`src/rtl/hack_pc_sequencer.sv`:
```
// Fetch/execute sequencer for the Hack CPU: fetches from ROM, hands the instruction to the
// datapath, then drives the pc block's load/inc strobes from the Hack jump condition.
module hack_pc_sequencer #(
    parameter int unsigned CNT_W = 32
) (
    input  logic             clk,
    input  logic             reset,
    input  logic [15:0]      pc_out,
    output logic [15:0]      pc_in,
    output logic             pc_load,
    output logic             pc_inc,
    output logic             rom_req,
    output logic [15:0]      rom_addr,
    input  logic             rom_valid,
    input  logic [15:0]      rom_data,
    output logic [15:0]      instr,
    output logic             instr_valid,
    input  logic             exec_done,
    input  logic             alu_zr,
    input  logic             alu_ng,
    input  logic [15:0]      a_reg,
    input  logic             halt,
    output logic             halted,
    output logic [CNT_W-1:0] retired
);

    localparam logic [1:0] StIdle   = 2'd0;
    localparam logic [1:0] StFetch  = 2'd1;
    localparam logic [1:0] StExec   = 2'd2;
    localparam logic [1:0] StUpdate = 2'd3;

    logic [1:0]       state_q, state_d;
    logic [15:0]      pc_in_q;
    logic             pc_load_q, pc_inc_q;
    logic             rom_req_q;
    logic [15:0]      instr_q;
    logic             instr_valid_q;
    logic             halted_q;
    logic [CNT_W-1:0] retired_q;
    logic             jump;

    // pc_out is already the pc block's register, so the fetch address is a direct pass-through;
    // this lets the first FETCH after UPDATE present the freshly loaded/incremented PC.
    assign rom_addr    = pc_out;
    assign pc_in       = pc_in_q;
    assign pc_load     = pc_load_q;
    assign pc_inc      = pc_inc_q;
    assign rom_req     = rom_req_q;
    assign instr       = instr_q;
    assign instr_valid = instr_valid_q;
    assign halted      = halted_q;
    assign retired     = retired_q;

    // Applied literally even for the illegal zr=ng=1 flag combination.
    always_comb begin
        jump = 1'b0;
        if (instr_q[15]) begin
            jump = (instr_q[2] & alu_ng) | (instr_q[1] & alu_zr) |
                   (instr_q[0] & ~alu_ng & ~alu_zr);
        end
    end

    always_comb begin
        state_d = state_q;
        unique case (state_q)
            StIdle:   if (!halt)     state_d = StFetch;
            StFetch:  if (rom_valid) state_d = StExec;
            StExec:   if (exec_done) state_d = StUpdate;
            StUpdate: state_d = halt ? StIdle : StFetch;
            default:  state_d = StIdle;
        endcase
    end

    always_ff @(posedge clk) begin
        if (reset) begin
            state_q       <= StIdle;
            pc_in_q       <= 16'h0000;
            pc_load_q     <= 1'b0;
            pc_inc_q      <= 1'b0;
            rom_req_q     <= 1'b0;
            instr_q       <= 16'h0000;
            instr_valid_q <= 1'b0;
            halted_q      <= 1'b1;
            retired_q     <= '0;
        end else begin
            state_q       <= state_d;
            rom_req_q     <= (state_d == StFetch);
            instr_valid_q <= (state_d == StExec);
            halted_q      <= (state_d == StIdle);
            pc_load_q     <= 1'b0;
            pc_inc_q      <= 1'b0;
            if (state_q == StFetch && rom_valid) begin
                instr_q <= rom_data;
            end
            // Strobes are registered on the edge entering UPDATE so they are high for exactly
            // the UPDATE cycle and the pc block commits on the edge that leaves it.
            if (state_q == StExec && exec_done) begin
                pc_load_q <= jump;
                pc_inc_q  <= ~jump;
                if (jump) begin
                    pc_in_q <= a_reg;
                end
            end
            if (state_q == StUpdate) begin
                retired_q <= retired_q + CNT_W'(1);
            end
        end
    end

endmodule
```
`config.mk`:
```
export PLATFORM = sky130hd
export DESIGN_NAME = hack_pc_sequencer
export DESIGN_NICKNAME = d
export VERILOG_FILES = /design/src/rtl/hack_pc_sequencer.sv
export SDC_FILE = /design/constraint.sdc
export NUM_CORES = 1
export LEC_CHECK = 0
export ABC_AREA = 1
export BUFFER_PORTS_ARGS = -buffer_cell sky130_fd_sc_hd__buf_2
export CAP_MARGIN = 0
export CORE_UTILIZATION = 30
export CTS_CLUSTER_SIZE = 10
export DETAILED_ROUTE_END_ITERATION = 10
export GPL_ROUTABILITY_DRIVEN = 0
export PLACE_DENSITY = 0.57
export SETUP_SLACK_MARGIN = 0.02
export SYNTH_ARGS = -nofsm -noshare
export SYNTH_HDL_FRONTEND = slang
export SYNTH_SLANG_ARGS = --single-unit
```
`constraint.sdc`:
```
create_clock -name clk -period 1.9 [get_ports clk]
set_input_delay 0.285 -clock clk [delete_from_list [all_inputs] [get_ports clk]]
set_output_delay 0.285 -clock clk [all_outputs]
set_load 0.01 [all_outputs]
```
=== Word level (Yosys, flattened, before mapping) ===
Cells that the tools add are included.

* Register bits: 71
* Output and inout port bits: 85
* Logic and storage cells: 37

* Add/subtract/negate cells: 1
* Eq/ne operators: 5
* Multiplexer cells: 6
* Bitwise operators: 10
* Reductions and logical operators: 6

{| class="wikitable"
|+ Operators with widths
! operator !! number
|-
| $add 32x1->32 const B || 1
|-
| $pmux 2 s4 || 1
|-
| $eq 2x2->1 const B || 3
|-
| $mux 2 || 3
|-
| $and 1x1->1 || 4
|-
| $eq 2x1->1 const B || 2
|-
| $logic_not 2->1 || 2
|-
| $not 1->1 || 4
|-
| $logic_and 1x1->1 || 2
|-
| $mux 1 || 2
|-
| $or 1x1->1 || 2
|-
| $reduce_and 2->1 || 1
|-
| $reduce_or 2->1 || 1
|}

=== Depth between registers and ports, before layout ===
Gate-level depths: netlist (run 1).

* Depth after elaboration: 6
* Gate-level depth with buffers: 10
* Depth with buffers taken out: 10

=== Least setup slack after synthesis (run 1) ===
No wires, ideal clock.

* Kind: register to register
* Start point: reg retired_q[1], in the netlist retired[1]
* End point: reg retired_q[20], in the netlist retired[20]
* Data arrival time: 1402 ps
* Required time: 1787 ps
* Slack: 386 ps
* Stages on the path, launching flop included: 11
* Buffers on the path: 0
* Period minus slack after synthesis: 1514 ps
* Path through: dfxtp_1 > ha_1 > inv_1 > nor2_4 > nand2_1 > nor2_1 > nand2_1 > nor2_2 > nand2_1 > nand2_1 > nor2_1

* Longest elaborated chain between the ends: 1

{| class="wikitable"
|+ Ends and longest elaborated chain
! element !! RTL line !! text
|-
| start: declaration || 39 || <nowiki>logic [CNT_W-1:0] retired_q;</nowiki>
|-
| start signal: assignment || 105 || <nowiki>retired_q <= retired_q + CNT_W'(1);</nowiki>
|-
| $add 32x1->32 || 105 ||
|}

No other way between the ends.
A chain may end at the register's enable or synchronous reset.

=== Final worst setup path (run 1) ===
* Start point: reg retired_q[15], in the netlist retired[15]
* End point: reg retired_q[29], in the netlist retired[29]

Same word-level chain as after synthesis.

==> impl_metrics.ini, run 1 <==
[routing]
vias_per_cell = 4.64
postRouteAntennaNets = 0
num_vias = 3349
dr.first_iter.drc_count = 120
drc = 0
routedWlPerCell_um = 12.5
totalWireLength_um = 9040
dr.pass1.iters = 6

[die]
start_util_pct = 31.1
design.core.area_um2 = 10900
rows = 38
die-area_um2 = 11700
ios = 140
die_w_um = 108
die_height_um = 108

[power]
leakagePower_uw = 0.00188
swShare_pct = 26.2
p_int_uw = 2230
peakVddDrop_mv = 0.447
pwr-share-clk_pct = 41.9
switchingPower_uw = 791
p_comb_share_pct = 7.1
power.density_nw_per_um2 = 725
seqPwrFrac_pct = 51.0

[synthesis]
syn_area_um2 = 3380
yosysSeqAreaShare_pct = 42.0
synth_warnings = 0
synth_area_leaders = dfxtp_1, nand2_1, nor2_1, inv_1, a21oi_1
synth_nets = 537
ys_ff_latch = 71
yosys.area.top_type = dfxtp_1
synth.top_cell.area_share_pct = 42.0
ys_types = 33
synth_area_per_cell_um2 = 7.03
synthCells = 481

[clock_tree]
root_buffer = clkbuf_8
cts.sinks = 71
path_clk_slew_ns = 0.08
cts_made_buffers = 9
cts_hold_buf = 0
postCtsSetupBuffers = 0
clk_path_buf_depth = 2
htreeDepth = 3
cts_tree = built
clock_latency_ns = 0.36
post_cts_resized = 0

[worst_setup_path]
criticalPathCategory = reg2reg
required_ns = 2.16
reg2reg_from = retired[15]
critPathLaunch = retired[15]
critPathCaptureType = flip-flop
startpoint_type = flip-flop
cp_max_fo = 4
arrival_ns = 1.89

[placement]
port_buffers = 107
dp.cells = 706
place_hpwl_um = 6870
place_area_um2 = 3960
dp_slack_ns = 0.252

[global_route]
grt-ovfl-total = 0
grt_pass1_vias = 3227
grt_use_total_pct = 16.6
grt_pass1_wl_um = 15200
antenna_found_initial = 0
grt_max_degree = 29

[final_layout]
fin_area_um2 = 4160
n_fill_cell = 1172
nNetsFinal = 633
final_common_cell = buf_2
finalNonFillerCells = 722
final_cell_mix = buf_2, nand2_1, nor2_1, dfxtp_1, inv_1
drive_gt1_share_pct = 26.1
diodes = 0
area_growth_pct = 23.1

[flow_run]
cap_violations = 0

[timing]
slew_violations = 0
worst_pin_slew_ns = 0.371
post-route-period-util_pct = 85.9
finalSetupTns_ns = 0
setup_ws_ns = 0.267
max_freq_ghz = 0.612
max-slew-margin-rel_pct = 75.2
finalHoldViolCount = 0
rsz0062_at_grt = false
fin_worst_skew_ns = 0.00479
setup_viol = 0
fin_crit_ns = 1.63

[hold_path]
hold_class = in2reg
hp-start = rom_data[8]

[outcome]
outcome = finished, final reports clean
==> cells by family (layout without fill, tap and decap cells) <==
| family | Yosys count | count (layout) | synth area share [%] |
|---|---|---|---|
| AND/OR/NAND/NOR | 261 | 261 | 35.5 |
| XOR/XNOR | 1 | 1 | 0.259 |
| flip-flops | 71 | 71 | 42.0 |
| adder cells (fa/ha/maj) | 1 | 1 | 0.370 |
| AO/OA/AOI/OAI | 66 | 66 | 10.3 |
| buffers and inverters | 81 | 182 | 11.5 |
==> cell type report <==
cell class,instances,area (um2),area share (%)
inverter,50,190,4.57
timing repair buffer,116,603,14.5
multi-input combinational,329,1570,37.7
clock buffer,9,124,2.98
tap,140,175,4.21
sequential,71,1420,34.1
clock inverter,7,80.1,1.92
==> power by group through the flow <==
stage | clock (uW) | combinational [uW] | sequential, uW
CTS | 1310 | 217 | 1540
global placement | 0 | 213 | 1570
finish | 1260 | 215 | 1540
global route | 1370 | 243 | 1540
floorplan | 0 | 138 | 1590
detailed placement | 0 | 217 | 1570
==> flip-flops by register name, indices dropped and copies added, names as in the netlist, 2 cells and up <==
name / cells
retired: 32
instr: 16
pc_in: 16
state_q: 2
==> worst max-delay path, cell delays in order, from the launching register on <==
cell and delay (ns):
dfxtp_1 0.44, nand2_1 0.12, nor2_1 0.31, nand2_1 0.17, nor3_1 0.27, nand3_1 0.11, nand2_1 0.07, nor2_1 0.03
==> routing by layer <==
| metal | up-vias | wire length [um] | track usage (%) |
|---|---|---|---|
| met3 | 16 | 778 | 6.75 |
| met1 | 1493 | 3880 | 19.7 |
| met2 | 109 | 4220 | 26.7 |
| li1 | 1731 | - | - |
| met5 | - | 0 | 0 |
| met4 | 0 | 161 | 6.46 |
==> path summary, 6_finish.rpt <==
check	end	slack [ns]	depth (start not counted)
hold / removal	instr[8]	0.14	3
hold reg to reg	pc_in[9]	0.47	2
setup reg to reg	retired[29]	0.27	7
setup / recovery	retired[29]	0.27	7
==> metrics by stage <==
step / power, uW / util (%) / hold WS (ns)
2_1_floorplan: 1720 / - / 0.420
3_3_place_gp: 1790 / 36.4 / 0.446
3_5_place_dp: 1790 / 36.4 / 0.457
4_1_cts: 3060 / 38.2 / 0.122
5_1_grt: 3150 / 38.2 / 0.129
6_report: 3020 / 38.2 / 0.137
==> cells in the mapped netlist <==
cell type	instances
o211ai_2	1
nor2_2	5
ha_1	1
dfxtp_1	71
nor3_1	6
nor3_4	1
o21bai_1	2
o21ai_0	27
nand3_2	3
xnor2_1	1
nand4_4	1
nor3_2	1
nand2_4	1
inv_4	1
buf_4	17
inv_1	47
o21ai_1	1
nand3_1	26
a21oi_1	33
o21a_1	1
nor2_1	93
buf_1	1
and2_1	1
inv_2	2
nand2_1	93
a211oi_1	1
nand4_1	25
buf_12	1
clkbuf_1	9
buf_2	3
nor2_4	3
nand3_4	1
nor3b_1	1
Power figures use the tool's default switching activity.
==> inputs of run 2 (changes only) <==
- CORE_UTILIZATION: 30 -> 40
- PLACE_DENSITY: 0.57 -> 0.71
==> run 2 against run 1 <==
  * Global-route usage increased by 4.2 points
  * Wire length down 3.7%
  * Clock power up 7%
  * Via count up 1.9%
  * Sequential power barely moved
==> impl_metrics.ini, run 2 (same netlist as run 1, synthesis figures left out) <==
[timing]
rsz0062_at_grt = false
fin_worst_skew_ns = 0.0111
setup_viol = 0
post-route-period-util_pct = 84.5
finalSetupTns_ns = 0
finalHoldViolCount = 0
worst_pin_slew_ns = 0.462
fin_crit_ns = 1.61
max_freq_ghz = 0.623
max-slew-margin-rel_pct = 69.2
slew_violations = 0

[die]
die_height_um = 93.9
die-area_um2 = 8820
start_util_pct = 41.1
ios = 140
die_w_um = 93.9
rows = 33
design.core.area_um2 = 8220

[hold_path]
holdPathStages = 3
hold_class = in2reg
hold_end = instr[0]
hp-start = rom_data[0]

[final_layout]
diodes = 0
area_growth_pct = 21.8
drive_gt1_share_pct = 25.6
largest_reg_flops = 32
nNetsFinal = 629
final_cell_mix = buf_2, nand2_1, nor2_1, dfxtp_1, inv_1
n_fill_cell = 785
final_core_util_pct = 50.1
final_common_cell = buf_2

[worst_setup_path]
rr_endpoint = retired[20]
startpoint_type = flip-flop
critPathCaptureType = flip-flop
criticalPathCategory = reg2reg
r2r_setup_slack_ns = 0.29
cp_max_fo = 7
required_ns = 2.15
reg2reg_from = retired[0]
r2r_cells = 10
arrival_ns = 1.85

[outcome]
outcome = finished, final reports clean

[global_route]
use_met2_pct = 35.0
grt-ovfl-total = 0
grt_use_met3_pct = 5.74
antenna_found_initial = 0
grt_use_total_pct = 20.8
use_met1_pct = 24.3
grt_pass1_wl_um = 14500
grt-busiest-layer = met2
grt_max_degree = 29
grt_pass1_vias = 3246

[clock_tree]
post_cts_resized = 0
cts.sinks = 71
postCtsSetupBuffers = 0
htreeDepth = 3
root_buffer = clkbuf_8
cts_hold_buf = 0
clk_path_buf_depth = 2
path_clk_slew_ns = 0.09
cts_made_buffers = 9
cts_tree = built
clock_latency_ns = 0.35

[power]
power.density_nw_per_um2 = 756
switchingPower_uw = 766
swShare_pct = 24.6
pwr-share-clk_pct = 43.5
seqPwrFrac_pct = 49.4
p_total_uw = 3110
p_int_uw = 2350
p_comb_share_pct = 7.0
peakVddDrop_mv = 0.366
leakagePower_uw = 0.00187

[placement]
port_buffers = 107
place_hpwl_um = 6350

[routing]
dr.first_iter.drc_count = 111
vias_per_cell = 5.00
drc = 0
dr.pass1.iters = 4
routedWlPerCell_um = 12.7
totalWireLength_um = 8710
num_vias = 3412
postRouteAntennaNets = 0

[flow_run]
cap_violations = 0
[run 2: changes by cell type in the layout (fill, tap and decap cells not counted)]
cell / change
buf_12: +1
clkinv_2: +1
bufinv_16: +1
buf_4: -5
inv_6: -3
clkinv_4: +1
[run 2: power groups by stage]
stage	Sequential, uW	Clock [uW]	Combinational (uW)
5_1_grt	1540	1440	246
3_5_place_dp	1570	0	219
3_3_place_gp	1570	0	214
4_1_cts	1540	1380	220
2_1_floorplan	1590	0	138
6_report	1540	1350	218
[run 2: worst max-delay path by stage]
| stage | startpoint | slack, ns | cells past startpoint | endpoint |
|---|---|---|---|---|
| 5_1_grt | retired[2] | 0.06 | 7 | retired[13] |
| 2_1_floorplan | retired[1] | 0.39 | 10 | retired[20] |
| 6_report | retired[0] | 0.29 | 10 | retired[20] |
| 4_1_cts | state_q[1] | 0.29 | 5 | pc_in[2] |
| 3_5_place_dp | retired[1] | 0.32 | 10 | retired[20] |
| 3_3_place_gp | retired[1] | 0.36 | 10 | retired[20] |
[run 2: per-stage QoR]
| stage | hold WS [ns] | worst slack (ns) | cells | instance area (um2) |
|---|---|---|---|---|
| 6_report | 0.150 | 0.295 | 683 | 4120 |
| 5_1_grt | 0.149 | 0.0565 | 683 | 4120 |
| 4_1_cts | 0.135 | 0.288 | 683 | 4120 |
| 3_5_place_dp | 0.456 | 0.315 | 667 | 3900 |
| 3_3_place_gp | 0.446 | 0.357 | 667 | 3900 |
| 2_1_floorplan | 0.420 | 0.386 | 481 | 3380 |
[run 2: metal layers]
layer / wire length [um] / share of wire (%)
met5: 0 / 0
met4: 190 / 2.2
met3: 751 / 8.6
met2: 4100 / 47
met1: 3660 / 42
[run 2: area by class of cell]
cell class / instances / area [um2] / area share, %
sequential: 71 / 1420 / 34.5
tap: 105 / 131 / 3.19
inverter: 50 / 190 / 4.62
timing repair buffer: 112 / 586 / 14.2
clock inverter: 7 / 97.6 / 2.37
clock buffer: 9 / 124 / 3.01
multi-input combinational: 329 / 1570 / 38.1
[run 2: worst max-delay path: stages (launching register included)]
cell     delay (ns)
dfxtp_1        0.38
ha_1           0.18
inv_1          0.08
nor2_4         0.20
nand2_1        0.12
nor2_1         0.17
nand2_1        0.11
nor2_2         0.11
nand2_1        0.06
nand2_1        0.06
nor2_1         0.04
